### src/rtl/lcd_pkg.sv
// Shared definitions for the LCD refresh block.
// Holds the HD44780 command bytes, the line geometry, and the state encodings
// of the top sequencer and the byte writer. It also holds a helper that maps
// an init step to its command byte.
package lcd_pkg;

  localparam logic [7:0] CMD_FUNC_SET = 8'h38; // 8-bit bus, 2 lines, 5x8 font
  localparam logic [7:0] CMD_DISP_ON  = 8'h0C; // display on, cursor off
  localparam logic [7:0] CMD_CLEAR    = 8'h01; // clear display (slow command)
  localparam logic [7:0] CMD_ENTRY    = 8'h06; // increment, no shift
  localparam logic [7:0] CMD_LINE1    = 8'h80; // DDRAM address 0x00
  localparam logic [7:0] CMD_LINE2    = 8'hC0; // DDRAM address 0x40
  localparam logic [7:0] CHAR_BLANK   = 8'h20;
  localparam int         LINE_LEN     = 16;

  typedef enum logic [2:0] {
    ST_POWERUP,   // kick off the power-up wait
    ST_PWR_WAIT,  // waiting for the power-up delay
    ST_INIT,      // init command in flight
    ST_LINE_CMD,  // line address command in flight
    ST_FETCH,     // present position to RAM
    ST_RDWAIT,    // RAM registers the read
    ST_LATCH,     // hand RAM data to the writer
    ST_CHAR       // character transfer in flight
  } lcd_state_e;

  typedef enum logic [2:0] {
    WR_IDLE,
    WR_WAIT,
    WR_SETUP,
    WR_PULSE,
    WR_HOLD
  } wr_state_e;

  function automatic logic [7:0] init_cmd(input logic [1:0] idx);
    case (idx)
      2'd0:    return CMD_FUNC_SET;
      2'd1:    return CMD_DISP_ON;
      2'd2:    return CMD_CLEAR;
      default: return CMD_ENTRY;
    endcase
  endfunction

endpackage

### src/rtl/lcd_byte_writer.sv
// HD44780 byte transfer engine: SETUP (1 cycle) -> PULSE (EN_CYCLES, en=1)
// -> HOLD (CMD_CYCLES, or CLEAR_CYCLES when long_wait). rs/data are captured
// on start and held until the next start.
// It also provides a plain timed wait (wait_start), so that one down-counter
// times every delay in the block, including the power-up delay.
// Ports:
//   clock, reset (async, active low)
//   start, rs, byte_in, long_wait : launch a transfer (accepted when idle or
//                                   in the final wait/hold cycle)
//   wait_start                    : launch a POWERUP_CYCLES wait
//   done                          : 1-cycle pulse in the last wait/hold cycle
//   lcd_data, lcd_rs, lcd_en      : LCD pins
module lcd_byte_writer
  import lcd_pkg::*;
#(
  parameter int POWERUP_CYCLES = 1000000,
  parameter int EN_CYCLES      = 25,
  parameter int CMD_CYCLES     = 2500,
  parameter int CLEAR_CYCLES   = 100000
) (
  input  logic       clock,
  input  logic       reset,
  input  logic       start,
  input  logic       wait_start,
  input  logic       rs,
  input  logic [7:0] byte_in,
  input  logic       long_wait,
  output logic       done,
  output logic [7:0] lcd_data,
  output logic       lcd_rs,
  output logic       lcd_en
);

  localparam int MAX_A   = (POWERUP_CYCLES > CLEAR_CYCLES) ? POWERUP_CYCLES : CLEAR_CYCLES;
  localparam int MAX_B   = (EN_CYCLES > CMD_CYCLES) ? EN_CYCLES : CMD_CYCLES;
  localparam int MAX_CYC = (MAX_A > MAX_B) ? MAX_A : MAX_B;
  localparam int CNT_W   = $clog2(MAX_CYC + 1);

  wr_state_e        state_q, state_d;
  logic [CNT_W-1:0] cnt_q, cnt_d;
  logic [7:0]       data_q, data_d;
  logic             rs_q, rs_d;
  logic             long_q, long_d;
  logic             en_q, en_d;
  logic             idle;

  always_comb begin
    state_d = state_q;
    cnt_d   = cnt_q;
    data_d  = data_q;
    rs_d    = rs_q;
    long_d  = long_q;
    done    = 1'b0;
    idle    = 1'b0;
    unique case (state_q)
      WR_IDLE: idle = 1'b1;
      WR_WAIT, WR_HOLD: begin
        if (cnt_q == '0) begin
          done = 1'b1;
          idle = 1'b1;
        end else begin
          cnt_d = cnt_q - CNT_W'(1);
        end
      end
      WR_SETUP: begin
        state_d = WR_PULSE;
        cnt_d   = CNT_W'(EN_CYCLES - 1);
      end
      WR_PULSE: begin
        if (cnt_q == '0) begin
          state_d = WR_HOLD;
          cnt_d   = long_q ? CNT_W'(CLEAR_CYCLES - 1) : CNT_W'(CMD_CYCLES - 1);
        end else begin
          cnt_d = cnt_q - CNT_W'(1);
        end
      end
      default: state_d = WR_IDLE;
    endcase
    // Accepting a new request in the last hold cycle keeps back-to-back
    // commands at exactly 1 + EN_CYCLES + hold cycles each.
    if (idle) begin
      state_d = WR_IDLE;
      if (start) begin
        state_d = WR_SETUP;
        data_d  = byte_in;
        rs_d    = rs;
        long_d  = long_wait;
      end else if (wait_start) begin
        state_d = WR_WAIT;
        cnt_d   = CNT_W'(POWERUP_CYCLES - 1);
      end
    end
    en_d = (state_d == WR_PULSE);
  end

  always_ff @(posedge clock or negedge reset) begin
    if (!reset) begin
      state_q <= WR_IDLE;
      cnt_q   <= '0;
      data_q  <= 8'h00;
      rs_q    <= 1'b0;
      long_q  <= 1'b0;
      en_q    <= 1'b0;
    end else begin
      state_q <= state_d;
      cnt_q   <= cnt_d;
      data_q  <= data_d;
      rs_q    <= rs_d;
      long_q  <= long_d;
      en_q    <= en_d;
    end
  end

  assign lcd_data = data_q;
  assign lcd_rs   = rs_q;
  assign lcd_en   = en_q;

endmodule

### src/rtl/lcd_refresh.sv
// 16x2 HD44780 refresher. After power-up init it endlessly copies the
// 32-entry character RAM to the display: positions 0-15 onto line 1 and
// 16-31 onto line 2.
// Ports:
//   clock, reset (async, active low); clock also clocks the RAM read port
//   lcdPosRead / dataRead : RAM read address / registered read data
//   lcd_data, lcd_rs, lcd_rw, lcd_en, lcd_on : LCD pins (write-only)
//   init_done  : high once init completes, until reset
//   frame_done : 1-cycle pulse after character 31's hold
module lcd_refresh
  import lcd_pkg::*;
#(
  parameter int DATA_WIDTH     = 8,
  parameter int BITS_SIZE      = 5,
  parameter int POWERUP_CYCLES = 1000000,
  parameter int EN_CYCLES      = 25,
  parameter int CMD_CYCLES     = 2500,
  parameter int CLEAR_CYCLES   = 100000
) (
  input  logic                  clock,
  input  logic                  reset,
  output logic [BITS_SIZE-1:0]  lcdPosRead,
  input  logic [DATA_WIDTH-1:0] dataRead,
  output logic [7:0]            lcd_data,
  output logic                  lcd_rs,
  output logic                  lcd_rw,
  output logic                  lcd_en,
  output logic                  lcd_on,
  output logic                  init_done,
  output logic                  frame_done
);

  localparam logic [BITS_SIZE-1:0] LINE1_LAST = BITS_SIZE'(LINE_LEN - 1);
  localparam logic [BITS_SIZE-1:0] FRAME_LAST = '1;

  lcd_state_e           state_q, state_d;
  logic [BITS_SIZE-1:0] pos_q, pos_d;
  logic [BITS_SIZE-1:0] addr_q, addr_d;
  logic [1:0]           idx_q, idx_d;
  logic                 init_done_q, init_done_d;
  logic                 frame_done_q, frame_done_d;
  logic                 on_q, on_d;

  logic       wr_start, wr_wait, wr_rs, wr_done, wr_long;
  logic [7:0] wr_byte;

  // Only the clear command needs the long settle time.
  assign wr_long = !wr_rs && (wr_byte == CMD_CLEAR);

  always_comb begin
    state_d      = state_q;
    pos_d        = pos_q;
    addr_d       = addr_q;
    idx_d        = idx_q;
    init_done_d  = init_done_q;
    frame_done_d = 1'b0;
    on_d         = 1'b1;
    wr_start     = 1'b0;
    wr_wait      = 1'b0;
    wr_rs        = 1'b0;
    wr_byte      = 8'h00;
    unique case (state_q)
      ST_POWERUP: begin
        wr_wait = 1'b1;
        state_d = ST_PWR_WAIT;
      end
      ST_PWR_WAIT: begin
        if (wr_done) begin
          wr_start = 1'b1;
          wr_byte  = init_cmd(2'd0);
          idx_d    = 2'd0;
          state_d  = ST_INIT;
        end
      end
      ST_INIT: begin
        if (wr_done) begin
          wr_start = 1'b1;
          if (idx_q == 2'd3) begin
            init_done_d = 1'b1;
            wr_byte     = CMD_LINE1;
            pos_d       = '0;
            state_d     = ST_LINE_CMD;
          end else begin
            idx_d   = idx_q + 2'd1;
            wr_byte = init_cmd(idx_q + 2'd1);
          end
        end
      end
      ST_LINE_CMD: begin
        if (wr_done) state_d = ST_FETCH;
      end
      ST_FETCH: begin
        addr_d  = pos_q;
        state_d = ST_RDWAIT;
      end
      ST_RDWAIT: state_d = ST_LATCH;
      ST_LATCH: begin
        // The writer captures the byte on this edge, so each character is
        // whatever the RAM held at its own read, not a frame snapshot.
        wr_start = 1'b1;
        wr_rs    = 1'b1;
        wr_byte  = dataRead;
        state_d  = ST_CHAR;
      end
      ST_CHAR: begin
        if (wr_done) begin
          pos_d = pos_q + BITS_SIZE'(1);
          if (pos_q == FRAME_LAST) begin
            frame_done_d = 1'b1;
            wr_start     = 1'b1;
            wr_byte      = CMD_LINE1;
            state_d      = ST_LINE_CMD;
          end else if (pos_q == LINE1_LAST) begin
            wr_start = 1'b1;
            wr_byte  = CMD_LINE2;
            state_d  = ST_LINE_CMD;
          end else begin
            state_d = ST_FETCH;
          end
        end
      end
      default: state_d = ST_POWERUP;
    endcase
  end

  always_ff @(posedge clock or negedge reset) begin
    if (!reset) begin
      state_q      <= ST_POWERUP;
      pos_q        <= '0;
      addr_q       <= '0;
      idx_q        <= 2'd0;
      init_done_q  <= 1'b0;
      frame_done_q <= 1'b0;
      on_q         <= 1'b0;
    end else begin
      state_q      <= state_d;
      pos_q        <= pos_d;
      addr_q       <= addr_d;
      idx_q        <= idx_d;
      init_done_q  <= init_done_d;
      frame_done_q <= frame_done_d;
      on_q         <= on_d;
    end
  end

  lcd_byte_writer #(
    .POWERUP_CYCLES(POWERUP_CYCLES),
    .EN_CYCLES     (EN_CYCLES),
    .CMD_CYCLES    (CMD_CYCLES),
    .CLEAR_CYCLES  (CLEAR_CYCLES)
  ) u_writer (
    .clock     (clock),
    .reset     (reset),
    .start     (wr_start),
    .wait_start(wr_wait),
    .rs        (wr_rs),
    .byte_in   (wr_byte),
    .long_wait (wr_long),
    .done      (wr_done),
    .lcd_data  (lcd_data),
    .lcd_rs    (lcd_rs),
    .lcd_en    (lcd_en)
  );

  assign lcdPosRead = addr_q;
  assign lcd_rw     = 1'b0;
  assign lcd_on     = on_q;
  assign init_done  = init_done_q;
  assign frame_done = frame_done_q;

endmodule

### config.mk
export PLATFORM = sky130hd
export DESIGN_NAME = lcd_refresh
export DESIGN_NICKNAME = d
export VERILOG_FILES = /design/src/rtl/lcd_pkg.sv /design/src/rtl/lcd_byte_writer.sv /design/src/rtl/lcd_refresh.sv
export SDC_FILE = /design/constraint.sdc
export NUM_CORES = 1
export LEC_CHECK = 0
export ABC_AREA = 1
export BUFFER_PORTS_ARGS = -buffer_cell sky130_fd_sc_hd__buf_2
export CELL_PAD_IN_SITES_DETAIL_PLACEMENT = 2
export CELL_PAD_IN_SITES_GLOBAL_PLACEMENT = 2
export CORE_ASPECT_RATIO = 0.7
export CORE_MARGIN = 2
export CORE_UTILIZATION = 31
export DETAILED_ROUTE_END_ITERATION = 6
export PLACE_DENSITY_LB_ADDON = 0.25
export SETUP_SLACK_MARGIN = 0.02
export SYNTH_ARGS = -nofsm -noshare
export SYNTH_HDL_FRONTEND = slang
export SYNTH_SLANG_ARGS = --single-unit
### constraint.sdc
create_clock -name clock -period 1.8 [get_ports clock]
set_input_delay 0.09 -clock clock [delete_from_list [all_inputs] [get_ports clock]]
set_output_delay 0.09 -clock clock [all_outputs]
set_load 0.03 [all_outputs]
==> impl_metrics.env, run 1 <==
export IMPL_wl_per_cell_um=24.7
export IMPL_synth_flop_cell="dfrtp_1"
export IMPL_r2r_cells=11
export IMPL_multi_input_area_um2=1940
export IMPL_end_kind="register"
export IMPL_slowest_stage="dfrtp_1"
export IMPL_power_switching_uw=555
export IMPL_grtUsageTotal_pct=23.5
export IMPL_dieArea_um2=10900
export IMPL_intPower_mw=1.98
export IMPL_n_fill_cell=1069
export IMPL_crit_end="u_writer.long_q"
export IMPL_leakage_nw=2.41
export IMPL_vdd_drop_max_v=0.000637
export IMPL_async_flop_share_pct=100
export IMPL_pre_cts_ws_ns=-0.229
export IMPL_initial_utilization_pct=32.0
export IMPL_die_w_um=124
export IMPL_final_common_cell="buf_4"
export IMPL_synth_avg_cell_area_um2=7.70
export IMPL_regArea_um2=1300
export IMPL_critPathMaxFanout=7
export IMPL_crit_required_ns=2.04
export IMPL_viasPerCell=5.23
export IMPL_grt_max_degree=22
export IMPL_grt_pass1_wl_mm=19.3
export IMPL_drtPass1Iterations=4
export IMPL_layout_drive_gt1_share_pct=43.2
export IMPL_overflow=0
export IMPL_num_vias=3454
export IMPL_port_buffers=27
export IMPL_setup_violations=42
export IMPL_path_clk_slew_ns=0.08
export IMPL_cp_depth=11
export IMPL_status="complete, but fails checks"
export IMPL_ctsHtreeMaxLevel=2
export IMPL_grt_pass1_vias=3565
export IMPL_power_density_nw_per_um2=534
export IMPL_post_route_period_util_pct=115
export IMPL_worst_r2r_endpoint="u_writer.long_q"
export IMPL_crit_path_max_incr_delay_ns=0.40
export IMPL_drtIter0Drc=154
export IMPL_hold_class="in2reg"
export IMPL_timing_final_crit_period_ns=2.07
export IMPL_power_mw=2.53
export IMPL_yosysSeqAreaShare_pct=41.8
export IMPL_cts_tree="built"
export IMPL_clk_insertion_delay_late_ns=0.31
export IMPL_ys_types=42
export IMPL_synth_seq_cells=52
export IMPL_final_area_um2=4740
export IMPL_tightest_slew_ns=0.544
export IMPL_setup_worst_path_start="u_writer.cnt_q[0]"
export IMPL_cts_sinks=52
export IMPL_worstSetupStartpointType="register"
export IMPL_die_h_um=87.8
export IMPL_yosys_warnings=0
export IMPL_synthCells=404
export IMPL_violations="negative setup slack"
export IMPL_synth_edff_count=0
export IMPL_fp_row_count=30
export IMPL_final_cell_mix="buf_4 (90), nand2_1 (79), dfrtp_1 (52)"
export IMPL_grt_antenna_before_repair=0
export IMPL_clock_fmax_mhz=483
export IMPL_gp_congestion=0.819
export IMPL_remaining_drc_errors=0
export IMPL_synthesis_nets=426
export IMPL_post_dp_cell_area_um2=3980
export IMPL_wl_mm=16.3
export IMPL_cp_top_family="simple AND/OR/NAND/NOR gates"
export IMPL_dp_hpwl_mm=8.56
export IMPL_worstPathBufferInverterCount=2
export IMPL_fin_ws_ns=-0.272
export IMPL_finalMaxSlewViolations=0
export IMPL_nets=554
export IMPL_clkPwrFrac_pct=51.7
export IMPL_drv_cap=0
export IMPL_drtAntennaViolNets=0
export IMPL_clock_skew_ns=0.00697
export IMPL_finalHoldViolCount=0
export IMPL_p_comb_share_pct=2.2
export IMPL_holdCritStartpoint="dataRead[5]"
export IMPL_numCtsBuffers=5
export IMPL_sw_frac_of_total_pct=21.9
export IMPL_relSlewSlack_pct=63.7
export IMPL_antenna_cells=0
export IMPL_core_um2=9720
export IMPL_path_cells="inv_2 -> ha_4 -> nand2_4 -> nor2_8 -> nand3_4 -> nor2_4 -> buf_6 -> nand3_1 -> nor2_1 -> nand3_1 -> nand2_1"
export IMPL_crit_reg2reg_launch="u_writer.cnt_q[0]"
export IMPL_seqPwrFrac_pct=46.2
export IMPL_netlist_area_um2=3110
export IMPL_worstPathArrival_ns=2.31
export IMPL_io_pins=29
export IMPL_critPathKind="reg2reg"
export IMPL_fin_hold_ws_ns=0.178
export IMPL_syn2layout_area_growth_pct=52.4
export IMPL_reg2reg_slack_ns=-0.27
export IMPL_rsz0062_at_grt="yes"
export IMPL_cts_root_buf="clkbuf_16"
export IMPL_cpMostUsedCell="nand3_1"
export IMPL_cts_root_to_sink_buffers=2
==> cells by family (layout without fill, tap and decap cells) <==
logic type	Yosys count	after routing	synth area share, %
AOI/OAI and AO/OA	54	54	10.5
and+or+nand+nor	214	214	31.7
muxes	1	1	0.362
buffers and inverters	59	187	7.76
xor gates and xnor gates	10	10	2.82
adders and majority gates	12	12	4.83
DFF	52	52	41.8
other	2	2	0.241
==> layout make-up <==
type	instances	share of cell area (%)
Sequential cell	52	27.4
Clock inverter	2	1.27
Multi-Input combinational cell	293	41.0
Clock buffer	5	2.64
Tap cell	128	3.38
Timing Repair Buffer	128	20.0
Inverter	52	4.22
==> metal layers <==
| metal | vias to the layer above | wire, um | track usage (%) |
|---|---|---|---|
| met4 | 0 | 301 | 4.03 |
| met3 | 25 | 442 | 3.71 |
| li1 | 1543 | - | - |
| met5 | - | 0 | 0 |
| met2 | 77 | 8060 | 39.0 |
| met1 | 1809 | 7510 | 32.8 |
==> stage by stage <==
step / utilization [%] / setup TNS [ns] / cells
finish: 48.8 / -4.60 / 660
global route: 48.8 / -8.25 / 660
CTS: 45.1 / -0.474 / 645
detailed placement: 40.9 / -3.33 / 626
global placement: 40.9 / -0.991 / 626
floorplan: - / 0 / 404
==> state kept, by name (all words and copies together) (netlist names) <==
signal             flops
u_writer.lcd_data      8
u_writer.cnt_q        20
init_done              1
pos_q                  5
u_writer.lcd_en        1
u_writer.long_q        1
lcd_on                 1
state_q                3
lcdPosRead             5
u_writer.state_q       3
u_writer.lcd_rs        1
idx_q                  2
frame_done             1
==> worst reg2reg max path, delay by kind of cell, from the launching register on <==
kind | cells | cell delay, ns
flip-flops | 1 | 0.40
AND/OR/NAND/NOR | 8 | 1.15
buffers and inverters | 2 | 0.28
adder cells (fa/ha/maj) | 1 | 0.17
==> worst min-delay path by stage <==
stage / endpoint / slack, ns / cells past startpoint
detailed placement: idx_q[1] / 0.09 / 1
global route: u_writer.lcd_data[0] / 0.19 / 5
global placement: idx_q[1] / 0.08 / 1
CTS: u_writer.lcd_data[0] / 0.14 / 5
floorplan: frame_done / -0.21 / 0
finish: u_writer.lcd_data[5] / 0.18 / 5
==> power groups by stage <==
stage               clock network (mW)  registers, mW  logic, mW
finish                            1.31           1.17     0.0549
CTS                               1.29           1.17     0.0524
global route                      1.36           1.17     0.0599
detailed placement                   0           1.19     0.0510
floorplan                            0           1.19    0.00498
global placement                     0           1.19     0.0491
==> Yosys cell counts, types with 3 or more instances <==
cell type  count  area, um^2
o21ai_0       20         100
o21a_1         3        22.5
nor2_4         3        33.8
o21ai_2        4        35.0
inv_2          4        15.0
ha_1          12         150
xor2_1         7        61.3
a21oi_1       13        65.1
nand4_1        5        31.3
nand2_2        6        37.5
nor2_1        46         173
buf_2          4        20.0
inv_1         47         176
nand3_1       32         160
nor3_1         6        30.0
nand2_1      105         394
dfrtp_1       52        1300
xnor2_1        3        26.3
o211ai_1       4        30.0
==> timing repair <==
action | 4_1_cts | 5_1_grt
setup buffers | 11 | 15
endpoints found under the hold margin | 17 | 0
pin swaps | 16 | 20
gates resized for setup | 45 | 58
setup endpoints to repair | 39 | 44
hold buffers | 1 | 0
(Power assumes the default switching activity.)
==> run 2, diff against run 1 <==
--- a/config.mk
+++ b/config.mk
@@ -10,7 +10,6 @@
 export CELL_PAD_IN_SITES_DETAIL_PLACEMENT = 2
 export CELL_PAD_IN_SITES_GLOBAL_PLACEMENT = 2
 export CORE_ASPECT_RATIO = 0.7
-export CORE_MARGIN = 2
 export CORE_UTILIZATION = 31
 export DETAILED_ROUTE_END_ITERATION = 6
 export PLACE_DENSITY_LB_ADDON = 0.25
@@ -18,3 +17,4 @@
 export SYNTH_ARGS = -nofsm -noshare
 export SYNTH_HDL_FRONTEND = slang
 export SYNTH_SLANG_ARGS = --single-unit
+export TNS_END_PERCENT = 20
==> run 2 against run 1 <==
Effect of this change: hold slack worse by 0.044 ns; highest routed layer unchanged; the flow still finishes with violations (negative setup slack); setup slack improved by 0.17 ns; sequential power about the same; fmax increased by 8.7%; global-route usage fell by 1.4 points; clock-buffer cell count rose by 1; critical path depth decreased by 2; largest cell class unchanged; sequential cell count stayed put.
==> impl_metrics.env, run 2 (synthesis results as in run 1) <==
export IMPL_status="complete, but fails checks"
export IMPL_violations="negative setup slack"
export IMPL_antenna_cells=0
export IMPL_vdd_drop_max_v=0.000295
export IMPL_fin_hold_ws_ns=0.134
export IMPL_tightest_slew_ns=0.699
export IMPL_timing_final_crit_period_ns=1.91
export IMPL_relSlewSlack_pct=53.4
export IMPL_initial_utilization_pct=32.0
export IMPL_drtPass1Iterations=4
export IMPL_syn2layout_area_growth_pct=38.5
export IMPL_worstSetupStartpointType="register"
export IMPL_crit_required_ns=1.98
export IMPL_drtIter0Drc=108
export IMPL_rsz0062_at_grt="yes"
export IMPL_grt_pass1_wl_mm=17.5
export IMPL_fp_row_count=30
export IMPL_num_vias=3096
export IMPL_port_buffers=27
export IMPL_finalMaxSlewViolations=0
export IMPL_gp_congestion=0.797
export IMPL_numCtsBuffers=5
export IMPL_grtUsageTotal_pct=22.1
export IMPL_setup_violations=22
export IMPL_clock_fmax_mhz=525
export IMPL_leakage_nw=2.18
export IMPL_cts_root_buf="clkbuf_16"
export IMPL_worstPathArrival_ns=2.09
export IMPL_critPathKind="reg2reg"
export IMPL_drv_cap=0
export IMPL_wl_per_cell_um=17.8
export IMPL_io_pins=29
export IMPL_cts_sinks=52
export IMPL_final_cell_mix="nand2_1 (89), buf_4 (73), dfrtp_1 (52)"
export IMPL_remaining_drc_errors=0
export IMPL_viasPerCell=4.86
export IMPL_die_h_um=85.8
export IMPL_drtAntennaViolNets=0
export IMPL_final_common_cell="nand2_1"
export IMPL_cts_root_to_sink_buffers=2
export IMPL_pre_cts_ws_ns=-0.210
export IMPL_clock_skew_ns=0.00893
export IMPL_dieArea_um2=10400
export IMPL_largest_register_ff_count=20
export IMPL_largest_register="u_writer.cnt_q"
export IMPL_finalHoldViolCount=0
export IMPL_grt_pass1_vias=3372
export IMPL_nets=531
export IMPL_post_dp_cell_area_um2=3930
export IMPL_fin_util_pct=44.3
export IMPL_grt_antenna_before_repair=0
export IMPL_cts_tree="built"
export IMPL_grt_max_degree=53
export IMPL_overflow=0
export IMPL_ctsHtreeMaxLevel=2
export IMPL_fin_ws_ns=-0.106
export IMPL_critPathMaxFanout=6
export IMPL_wl_mm=11.3
export IMPL_r2r_cells=9
export IMPL_power_density_nw_per_um2=504
export IMPL_layout_drive_gt1_share_pct=36.0
export IMPL_post_route_period_util_pct=106
export IMPL_final_area_um2=4310
export IMPL_dp_hpwl_mm=8.24
export IMPL_core_um2=9720
export IMPL_hold_class="in2reg"
export IMPL_clk_insertion_delay_late_ns=0.30
export IMPL_end_kind="register"
export IMPL_path_clk_slew_ns=0.07
export IMPL_die_w_um=122
export IMPL_hold_depth=5
run 2: cell count changes in the layout (fill, tap and decap cells not counted), moves of 3 or more:
cell and change:
nand3_1 +3, nand2_4 -8, nand3_2 -3, nor2_4 -4
buf_4 -17, buf_6 -3, a21oi_1 +3, a21oi_2 -3
nand2_1 +10
run 2: where the power goes:
group | switching [mW] | internal, mW | total [mW] | leakage [nW]
clock | 0.452 | 0.508 | 0.960 | 0.0667
sequential | 0.000367 | 1.17 | 1.17 | 0.615
combinational | 0.0326 | 0.0105 | 0.0431 | 1.49
total | 0.485 | 1.69 | 2.17 | 2.18
run 2: worst paths after layout:
path,to,startpoint,slack [ns]
worst max-delay path,u_writer.cnt_q[4],u_writer.cnt_q[10],-0.11
worst min-delay path,u_writer.lcd_data[0],dataRead[0],0.13
worst max register to register,u_writer.cnt_q[4],u_writer.cnt_q[10],-0.11
worst min register to register,init_done,init_done,0.47
max in group asynchronous,u_writer.state_q[2],reset,0.87
min in group asynchronous,lcdPosRead[0],reset,0.46
run 2: final cells by class:
type	count	area, um^2
Clock buffer	6	129
Sequential cell	52	1300
Fill cell	1093	5420
Timing Repair Buffer	105	738
Inverter	52	203
Tap cell	128	160
Clock inverter	1	5.00
Multi-Input combinational cell	293	1770
run 2: what timing repair did:
item | in CTS | in global routing
setup endpoints to repair | 38 | 40
setup buffers | 4 | 4
gates resized for setup | 32 | 26
cloned | 0 | 0
pin swaps | 10 | 7
hold endpoints to repair | 52 | 0
hold buffers | 1 | 0
run 2: worst max-delay path: stages, from the launching register on:
cell     delay [ns]
dfrtp_1        0.41
nor2_2         0.15
nand2_2        0.12
nor2_4         0.20
nand3_4        0.15
o21ai_1        0.17
o21ai_1        0.14
buf_4          0.18
a21oi_1        0.17
nand3_1        0.09
run 2: stage by stage:
| stage | TNS, ns | power, mW | instances |
|---|---|---|---|
| global placement | -0.978 | 1.23 | 621 |
| floorplan | 0 | 1.20 | 404 |
| finish | -1.19 | 2.17 | 637 |
| detailed placement | -3.26 | 1.24 | 621 |
| global route | -3.95 | 2.24 | 637 |
| CTS | -0.647 | 2.20 | 633 |
run 2: routing by layer:
layer,global-route usage (%),wire (um),up-vias
li1,-,-,1492
met1,30.3,5480,1545
met2,36.5,5350,48
met3,3.39,404,11
met4,5.16,109,0
met5,0,0,-
==> run 3, diff against run 2 <==
--- a/config.mk
+++ b/config.mk
@@ -7,13 +7,14 @@
 export LEC_CHECK = 0
 export ABC_AREA = 1
 export BUFFER_PORTS_ARGS = -buffer_cell sky130_fd_sc_hd__buf_2
+export CAP_MARGIN = 20
 export CELL_PAD_IN_SITES_DETAIL_PLACEMENT = 2
 export CELL_PAD_IN_SITES_GLOBAL_PLACEMENT = 2
 export CORE_ASPECT_RATIO = 0.7
-export CORE_UTILIZATION = 31
+export CORE_UTILIZATION = 33
+export CTS_BUF_LIST = sky130_fd_sc_hd__clkbuf_8
 export DETAILED_ROUTE_END_ITERATION = 6
 export PLACE_DENSITY_LB_ADDON = 0.25
-export SETUP_SLACK_MARGIN = 0.02
 export SYNTH_ARGS = -nofsm -noshare
 export SYNTH_HDL_FRONTEND = slang
 export SYNTH_SLANG_ARGS = --single-unit
==> run 3 against run 2 <==
Effect of this change: the run still ends with negative setup slack left; core utilization rose by 6.4 points; fmax is 13% lower; sequential cell count is the same; critical endpoint is now u_writer.cnt_q[0]; die area decreased by 5.9%; clock-buffer cell count decreased by 1; via count grew 16%; largest cell class unchanged; sequential share of layout area decreased by 2.1 points.
==> impl_metrics.env, run 3 (synthesis results as in run 1) <==
export IMPL_initial_utilization_pct=34.2
export IMPL_final_cell_mix="buf_4 (91), nand2_1 (82), dfrtp_1 (52)"
export IMPL_power_mw=2.08
export IMPL_layout_drive_gt1_share_pct=42.7
export IMPL_status="complete, but fails checks"
export IMPL_remaining_drc_errors=0
export IMPL_dieArea_um2=9820
export IMPL_setup_violations=45
export IMPL_gp_congestion=0.753
export IMPL_wl_per_cell_um=25.9
export IMPL_drv_cap=0
export IMPL_final_common_cell="buf_4"
export IMPL_r2r_cells=8
export IMPL_cts_sinks=52
export IMPL_drtPass1Iterations=4
export IMPL_numCtsBuffers=5
export IMPL_finalMaxSlewViolations=0
export IMPL_grtUsageTotal_pct=32.1
export IMPL_path_cells="nor2_1 -> nand2_4 -> nor2_8 -> nand3_4 -> buf_4 -> ha_1 -> a221oi_2 -> nand2_1"
export IMPL_worst_r2r_endpoint="u_writer.cnt_q[0]"
export IMPL_core_um2=9110
export IMPL_end_kind="register"
export IMPL_cts_root_buf="clkbuf_8"
export IMPL_slowest_stage="dfrtp_1"
export IMPL_post_route_period_util_pct=121
export IMPL_port_buffers=27
export IMPL_timing_final_crit_period_ns=2.19
export IMPL_fin_ws_ns=-0.386
export IMPL_power_density_nw_per_um2=451
export IMPL_path_clk_slew_ns=0.11
export IMPL_vdd_drop_max_v=0.000934
export IMPL_violations="negative setup slack"
export IMPL_drtIter0Drc=206
export IMPL_leakage_nw=2.37
export IMPL_cts_tree="built"
export IMPL_reg2reg_slack_ns=-0.39
export IMPL_grt_max_degree=53
export IMPL_holdCritStartpoint="dataRead[0]"
export IMPL_largest_register_ff_count=20
export IMPL_grt_pass1_wl_mm=23.7
export IMPL_syn2layout_area_growth_pct=48.6
export IMPL_overflow=0
export IMPL_nets=553
export IMPL_hold_class="in2reg"
export IMPL_wl_mm=17.0
export IMPL_grt_pass1_vias=3951
export IMPL_antenna_cells=0
export IMPL_critPathMaxFanout=7
export IMPL_dp_hpwl_mm=9.58
export IMPL_grt_antenna_before_repair=0
export IMPL_num_vias=3592
export IMPL_pre_cts_ws_ns=-0.419
export IMPL_crit_path_max_incr_delay_ns=0.44
export IMPL_clock_skew_ns=0.00950
export IMPL_fp_row_count=29
export IMPL_cts_root_to_sink_buffers=2
export IMPL_die_w_um=118
export IMPL_viasPerCell=5.48
export IMPL_clk_insertion_delay_late_ns=0.33
export IMPL_fin_setup_tns_ns=-7.44
export IMPL_rsz0062_at_grt="yes"
export IMPL_die_h_um=83.2
export IMPL_clock_fmax_mhz=457
export IMPL_crit_required_ns=1.99
export IMPL_critPathKind="reg2reg"
export IMPL_ctsHtreeMaxLevel=2
export IMPL_n_fill_cell=1018
export IMPL_drtAntennaViolNets=0
export IMPL_largest_register="u_writer.cnt_q"
export IMPL_holdPathEnd="u_writer.lcd_data[0]"
export IMPL_worstSetupStartpointType="register"
export IMPL_crit_reg2reg_launch="u_writer.cnt_q[2]"
export IMPL_hold_depth=5
export IMPL_io_pins=29
export IMPL_worstPathArrival_ns=2.38
export IMPL_finalHoldViolCount=0
## run 3: cell types whose count changed in the layout (fill, tap and decap cells not counted), moves of 3 or more
cell / delta
clkbuf_8: +5
o21ai_1: -3
buf_4: +18
nand3_1: -4
nor2_2: -3
nor2_1: -3
clkbuf_16: -5
nor2_4: +6
nand2_1: -7
nand3_2: +4
nand2_4: +5
## run 3: power by group
group          switching (mW)  internal [mW]  leakage, nW
clock network           0.457          0.409       0.0593
registers            0.000333           1.17        0.615
logic                  0.0348         0.0138         1.69
total                   0.492           1.59         2.37
## run 3: routing by layer
layer | vias to the layer above | wire [um] | track usage (%)
met5 | - | 0 | 0
met4 | 0 | 659 | 9.21
met3 | 61 | 687 | 4.60
met2 | 124 | 8250 | 54.9
met1 | 1867 | 7420 | 42.2
li1 | 1540 | - | -
## run 3: layout make-up
type / instances / area (um^2) / area share (%)
Inverter: 52 / 205 / 4.44
Tap cell: 124 / 155 / 3.36
Clock inverter: 3 / 38.8 / 0.839
Multi-Input combinational cell: 293 / 1920 / 41.6
Timing Repair Buffer: 127 / 931 / 20.1
Clock buffer: 5 / 68.8 / 1.49
Sequential cell: 52 / 1300 / 28.2
## run 3: how the worst max path moves through the flow
stage / cells after the start / slack (ns) / endpoint / startpoint
after detailed placement: 14 / -0.42 / u_writer.long_q / pos_q[0]
after floorplan: 13 / -0.02 / u_writer.lcd_rs / pos_q[0]
final: 8 / -0.39 / u_writer.cnt_q[0] / u_writer.cnt_q[2]
after global placement: 14 / -0.13 / u_writer.lcd_data[1] / pos_q[0]
after CTS: 12 / -0.14 / u_writer.long_q / u_writer.cnt_q[0]
after global routing: 8 / -0.44 / u_writer.cnt_q[0] / u_writer.cnt_q[3]
## run 3: timing repair
item,4_1_cts,5_1_grt
endpoints found under the setup margin,44,44
endpoints found under the hold margin,52,0
gates cloned,0,0
setup buffers,10,12
pin swaps,16,15
hold buffers,1,0
resized for setup,64,43
## run 3: worst max-delay path: cells and delay by family (launching register included)
kind,cells,cell delay [ns]
buf+inv,1,0.18
simple gates,5,0.80
fa+ha+maj,1,0.29
flops,1,0.44
compound gates,1,0.34
## run 3: per-stage QoR
stage | cells | area [um^2] | util (%) | hold slack [ns]
2_1_floorplan | 404 | 3140 | - | -0.206
3_3_place_gp | 625 | 3970 | 43.6 | 0.111
3_5_place_dp | 625 | 3970 | 43.6 | 0.116
4_1_cts | 644 | 4370 | 47.9 | 0.104
5_1_grt | 656 | 4620 | 50.7 | 0.141
6_report | 656 | 4620 | 50.7 | 0.104
